File: src/rtl/bus_arbiter_nm.sv
// N-master bus arbiter with fixed-priority or round-robin policy and one
// outstanding split transaction that is re-granted ahead of normal arbitration.
module bus_arbiter_nm #(
    parameter int NUM_MASTERS = 2,
    parameter int ARB_MODE = 1,
    localparam int MID_W = (NUM_MASTERS > 2) ? $clog2(NUM_MASTERS) : 1
) (
    input  logic                   clk,
    input  logic                   rst,
    input  logic [NUM_MASTERS-1:0] breq,
    input  logic                   sready,
    input  logic                   ssplit,
    input  logic                   split_done,
    output logic [NUM_MASTERS-1:0] bgrant,
    output logic [NUM_MASTERS-1:0] msplit,
    output logic [MID_W-1:0]       owner_id,
    output logic                   bus_busy,
    output logic                   split_busy,
    output logic                   split_grant
);

    localparam logic [0:0] ST_IDLE = 1'b0;
    localparam logic [0:0] ST_BUSY = 1'b1;

    logic [0:0]             state;
    logic [MID_W-1:0]       rr_ptr;
    logic [MID_W-1:0]       split_owner;
    logic                   resume;
    logic [NUM_MASTERS-1:0] split_mask;
    logic [NUM_MASTERS-1:0] eligible;
    logic [MID_W-1:0]       winner;
    logic                   found;

    function automatic logic [MID_W-1:0] inc_wrap(input logic [MID_W-1:0] x);
        return (x == MID_W'(NUM_MASTERS - 1)) ? '0 : x + 1'b1;
    endfunction

    assign split_mask = split_busy ? (NUM_MASTERS'(1) << split_owner) : '0;
    assign eligible   = breq & ~split_mask;
    assign bus_busy   = |bgrant;

    // Round-robin rotates the search origin; fixed priority always starts at 0.
    always_comb begin
        logic [MID_W-1:0] idx;
        winner = '0;
        found  = 1'b0;
        idx    = '0;
        for (int unsigned i = 0; i < NUM_MASTERS; i++) begin
            if (ARB_MODE == 1)
                idx = MID_W'((32'(rr_ptr) + i) % 32'(NUM_MASTERS));
            else
                idx = MID_W'(i);
            if (!found && eligible[idx]) begin
                found  = 1'b1;
                winner = idx;
            end
        end
    end

    always_ff @(posedge clk or posedge rst) begin
        if (rst) begin
            state       <= ST_IDLE;
            bgrant      <= '0;
            msplit      <= '0;
            owner_id    <= '0;
            split_busy  <= 1'b0;
            split_grant <= 1'b0;
            rr_ptr      <= '0;
            split_owner <= '0;
            resume      <= 1'b0;
        end else begin
            split_grant <= 1'b0;
            if (split_done && split_busy)
                resume <= 1'b1;
            case (state)
                ST_IDLE: begin
                    if (resume && breq[split_owner]) begin
                        if (sready) begin
                            bgrant      <= NUM_MASTERS'(1) << split_owner;
                            owner_id    <= split_owner;
                            rr_ptr      <= inc_wrap(split_owner);
                            msplit      <= '0;
                            split_busy  <= 1'b0;
                            resume      <= 1'b0;
                            split_grant <= 1'b1;
                            state       <= ST_BUSY;
                        end
                    end else if (resume) begin
                        // Split master gave up its request: drop the split without a grant.
                        msplit     <= '0;
                        split_busy <= 1'b0;
                        resume     <= 1'b0;
                    end else if (sready && found) begin
                        bgrant   <= NUM_MASTERS'(1) << winner;
                        owner_id <= winner;
                        rr_ptr   <= inc_wrap(winner);
                        state    <= ST_BUSY;
                    end
                end
                ST_BUSY: begin
                    if (ssplit && !split_busy) begin
                        split_owner <= owner_id;
                        msplit      <= NUM_MASTERS'(1) << owner_id;
                        split_busy  <= 1'b1;
                        bgrant      <= '0;
                        owner_id    <= '0;
                        state       <= ST_IDLE;
                    end else if (!breq[owner_id]) begin
                        bgrant   <= '0;
                        owner_id <= '0;
                        state    <= ST_IDLE;
                    end
                end
                default: state <= ST_IDLE;
            endcase
        end
    end

endmodule

File: config.mk
export PLATFORM = sky130hd
export DESIGN_NAME = bus_arbiter_nm
export DESIGN_NICKNAME = d
export VERILOG_FILES = /design/src/rtl/bus_arbiter_nm.sv
export SDC_FILE = /design/constraint.sdc
export NUM_CORES = 1
export LEC_CHECK = 0
export ABC_AREA = 1
export CORE_MARGIN = 1
export CORE_UTILIZATION = 30
export CTS_CLUSTER_SIZE = 25
export DETAILED_ROUTE_END_ITERATION = 10
export GPL_ROUTABILITY_DRIVEN = 0
export GPL_TIMING_DRIVEN = 0
export PLACE_DENSITY = 0.53
export RECOVER_POWER = 100
export SLEW_MARGIN = 10
export SYNTH_ARGS = -nofsm -noshare
export SYNTH_HDL_FRONTEND = slang
export SYNTH_SLANG_ARGS = --single-unit
File: constraint.sdc
create_clock -name clk -period 1.4 [get_ports clk]
set_input_delay 0.21 -clock clk [delete_from_list [all_inputs] [get_ports clk]]
set_output_delay 0.21 -clock clk [all_outputs]
set_load 0.005 [all_outputs]
## After elaboration in Yosys (flattened, before gate mapping)

Index checks and enable logic that the tools add are counted.

- Add/sub/neg operators: 3
- $lt $le $gt $ge: 4
- Equality and inequality tests: 8
- Shift operators: 3
- Muxes and demuxes: 57
- Bitwise operators: 3
- Reduce and logical (&&, ||, !) cells: 13

Operators by type and width:

| cell | number |
|---|---|
| 1-bit two-way mux | 41 |
| 2-bit two-way mux | 11 |
| 3-bit inequality test, second input constant | 5 |
| 1-bit by 2-bit < comparator with 1-bit output, second input constant | 4 |
| 2-bit case mux with 2 select lines | 2 |
| 4-bit AND reduction | 2 |
| 1-bit case mux with 2 select lines | 3 |
| 1-bit by 1-bit left shift with 2-bit output, first input constant | 3 |
| 1-bit logical AND | 5 |
| 2-bit by 1-bit inequality test with 1-bit output, second input constant | 2 |
| 1-bit adder, second input constant | 3 |
| 3-bit AND reduction | 1 |
| 2-bit AND | 1 |
| 1-bit logical NOT | 2 |
| 2-bit inequality test, second input constant | 1 |
| 2-bit inverter | 1 |
| 2-bit AND reduction | 1 |
| 2-bit nonzero test | 1 |
| 2-bit OR reduction | 1 |
| 1-bit inverter | 1 |

- Bits in registers: 11
- Input bits: 7
- Output and inout bits: 8
- Logic and storage cells: 100

## Logic depth before layout (Yosys ltp)

- Word-level depth: 15
- Gate-level depth with buffers: 9

## Worst setup path after synthesis

OpenSTA, ideal clock, no wires.

- Kind: reg2reg
- Start point: register split_busy
- End point: register rr_ptr
- Setup time: 0.119 ns
- Arrival: 1.016 ns
- Required time: 1.281 ns
- Setup slack: 0.265 ns
- Stages on the path, launching flop included: 7
- Clock period less this slack: 1.135 ns
- Cell sequence: dfrtp_1 > a21oi_1 > o21ai_2 > nand2_1 > nand2_1 > nand2_1 > nand2_1

- Word-level cells in the longest chain between the ends: 14

Ends and longest elaborated chain:

| item | line | text |
|---|---|---|
| start, declared | 18 | `output logic split_busy,` |
| start signal, assigned | 66 | `split_busy <= 1'b0;` |
| start signal, assigned | 83 | `split_busy <= 1'b0;` |
| start signal, assigned | 91 | `split_busy <= 1'b0;` |
| 2-bit two-way mux * | 38 | `assign split_mask = split_busy ? (NUM_MASTERS'(1) << split_owner) : '0;` |
| 2-bit inverter * | 39 | `assign eligible = breq & ~split_mask;` |
| 2-bit AND * | 39 |  |
| 1-bit two-way mux (implied by the code) (2 in series) | 53 | `if (!found && eligible[idx]) begin` |
| 1-bit two-way mux | 53 |  |
| 1-bit logical NOT | 53 |  |
| 1-bit logical AND | 53 |  |
| 1-bit two-way mux | 53 |  |
| 1-bit adder | 35 | `return (x == MID_W'(NUM_MASTERS - 1)) ? '0 : x + 1'b1;` |
| 1-bit two-way mux | 35 |  |
| 1-bit two-way mux | 93 | `end else if (sready && found) begin` |
| 1-bit two-way mux | 88 | `end else if (resume) begin` |
| 1-bit two-way mux | 77 | `if (resume && breq[split_owner]) begin` |
| end signal, assigned | 81 | `rr_ptr <= inc_wrap(split_owner);` |
| end signal, assigned | 96 | `rr_ptr <= inc_wrap(winner);` |
| end, declared | 26 | `logic [MID_W-1:0] rr_ptr;` |

Every way passes the cells marked *; elsewhere a longest branch is shown, timed or not. The select of a mux whose other input is x is not followed.
A chain may end at the register's enable or synchronous reset.

## Worst setup path after layout

- Start point: register split_busy
- End point: output port split_busy

No word-level cell between the ends.

==> impl_metrics.tcl <==
set metrics [dict create \
    run_status "complete, no violations" \
    crit_path_end_kind "primary output" \
    multi_input_area_um2 260 \
    yosys_warnings 0 \
    yosysSeqAreaShare_pct 44.9 \
    power_density_nw_per_um2 1890 \
    drive_above_1_share_pct 18.6 \
    fin_crit_ns 1.35 \
    firstDrtPassIters 4 \
    dp_slack_ns -0.133 \
    ioPinCount 15 \
    clkSlewWorstSetupHoldPaths_ns 0.07 \
    clockRootBuffer "clkbuf_4" \
    leakagePower_uw 0.000409 \
    period_share_pct 96.2 \
    max_freq_mhz 743 \
    grt_first_pass_wirelength_um 1940 \
    cpMaxStageDelayCell "clkdlybuf4s50_1" \
    ys_types 17 \
    setup_ws_ns 0.0536 \
    die_h_um 45.1 \
    synth.avg_cell_area_um2 7.52 \
    hold-worst-slack_ns 0.363 \
    slowest_delay_ns 0.50 \
    peakVddDrop_uv 934 \
    n_fill_cell 191 \
    grt_overflow 0 \
    min_path_type "input pin to async pin" \
    worst-path-max-fanout 3 \
    synth_area_um2 557 \
    fp.coreArea_um2 1730 \
    worstPathCellList "clkdlybuf4s50_1" \
    synthCells 74 \
    grt_max_degree 11 \
    slew_headroom_pct 74.0 \
    vias 533 \
    drv_cap 0 \
    cts.sink_count 10 \
    cts_tree "yes" \
    start_kind "flop" \
    hold_violations 0 \
    clk-insertion-delay-late_ns 0.26 \
    r2r_end "rr_ptr$_DFFE_PP0P_" \
    rsz0062_at_grt "no" \
    diodes 0 \
    dp_hpwl_um 879 \
    path_class "flop to primary output" \
    maxSlewViolCount 0 \
    regArea_um2 253 \
    ys_ff_latch 10 \
    grt_pass1_vias 458 \
    cts_buffers 3 \
    final_core_util_pct 46.1 \
    wl_um 1160 \
    ff2ff_setup_slack_ns 0.12 \
    syn_nets 81 \
    h-tree-depth 1 \
    wl_per_cell_um 9.47 \
    layout.nets 105 \
    cp_top_family "buffers and inverters" \
    die-width_um 45.1 \
    cp-startpoint "split_busy$_DFFE_PP0P_" \
    area_delta_synth_final_pct 42.9 \
    layout_commonest_cell "nand2_1" \
    tightest_slew_ns 0.389 \
    worstPathArrival_ns 1.14 \
    finClkSkew_ns 0.00131 \
    reg2reg_depth 7 \
    port_buffers 14 \
    critical_path_required_ns 1.19 \
    clockBufferDepth 2 \
    timing.rr.start "split_busy$_DFFE_PP0P_" \
    dieArea_um2 2030 \
    drc_errors 0 \
    start_util_pct 32.2 \
    placementRows 15 \
    drtAntennaViolNets 0 \
    path_buf_inv 1 \
    hold_buffers 0 \
    drtIter0Drc 5 \
    grt_use_total_pct 13.2 \
    via_per_inst 4.37 \
    finalSetupViolCount 0 \
    antenna_found_initial 0 \
    final_cell_mix "nand2_1 (22), inv_1 (10), clkdlybuf4s50_1 (10), dfrtp_1 (8), nand3_1 (7)" \
]
[Yosys cell counts (all sizes together)]
cell    count  area share (%)
a21oi       6             6.1
nand2      26              21
clkinv      1            0.67
nand3       7             6.3
inv        10             6.7
dfrtp      10              45
buf         1             1.3
o21ai       5             5.8
a21boi      1             1.3
or2         1             1.1
nor2        5             3.4
nand4       1             1.1
[report_power, final]
group,internal (uW),switching [uW]
registers,405,105
logic,366,371
clock network,158,96.9
[kinds of logic (layout without fill, tap and decap cells)]
group	after synthesis	count (layout)	share of synthesized area [%]
AO/OA/AOI/OAI	12	12	13.3
buffers and inverters	12	35	8.76
flip-flops	10	10	44.9
AND/OR/NAND/NOR	40	40	33.0
[layer usage]
| layer | vias to the layer above | global-route usage [%] | part of all wire [%] |
|---|---|---|---|
| met5 | - | 0 | 0 |
| met2 | 10 | 17.1 | 43 |
| met3 | 0 | 1.20 | 3.4 |
| met4 | 0 | 5.45 | 0 |
| met1 | 240 | 21.7 | 54 |
| li1 | 283 | - | - |
[final cells by class]
type / count / share of cell area, %
plain buffers: 1 / 0.943
clock buffers: 4 / 4.56
inverters: 11 / 5.19
multi-input cells: 52 / 32.7
flip-flops and latches: 10 / 31.8
well taps: 25 / 3.93
repair buffers: 19 / 20.9
[how the worst max path moves through the flow]
| stage | cells past startpoint | to |
|---|---|---|
| floorplan | 6 | rr_ptr$_DFFE_PP0P_ |
| global placement | 8 | rr_ptr$_DFFE_PP0P_ |
| detailed placement | 8 | rr_ptr$_DFFE_PP0P_ |
| CTS | 3 | bus_busy |
| global route | 7 | rr_ptr$_DFFE_PP0P_ |
| finish | 1 | split_busy |
[registers in the layout, indices dropped and copies added (netlist names)]
register / count
msplit: 2
split_owner: 1
rr_ptr: 1
resume: 1
state: 1
bgrant: 2
split_busy: 1
split_grant: 1
[per-stage QoR]
step,TNS (ns),instance area (um2),total power [uW],std cells
after floorplan,0,557,918,74
after global placement,-0.367,728,1200,113
after detailed placement,-0.384,728,1210,113
after CTS,-0.0859,802,1530,122
after global routing,0,796,1640,122
final,0,796,1500,122
[worst register-to-register path, delay by kind of cell, from the launching register on]
family	cells	cell delay [ns]
buf+inv	1	0.15
simple gates	4	0.28
compound gates	2	0.31
flops	1	0.42
[repair_timing]
action / CTS / global route
setup buffers: 5 / 0
gates resized for setup: 6 / 5
endpoints found under the setup margin: 4 / 4
Note: power is estimated with default switching activity, not from simulation.
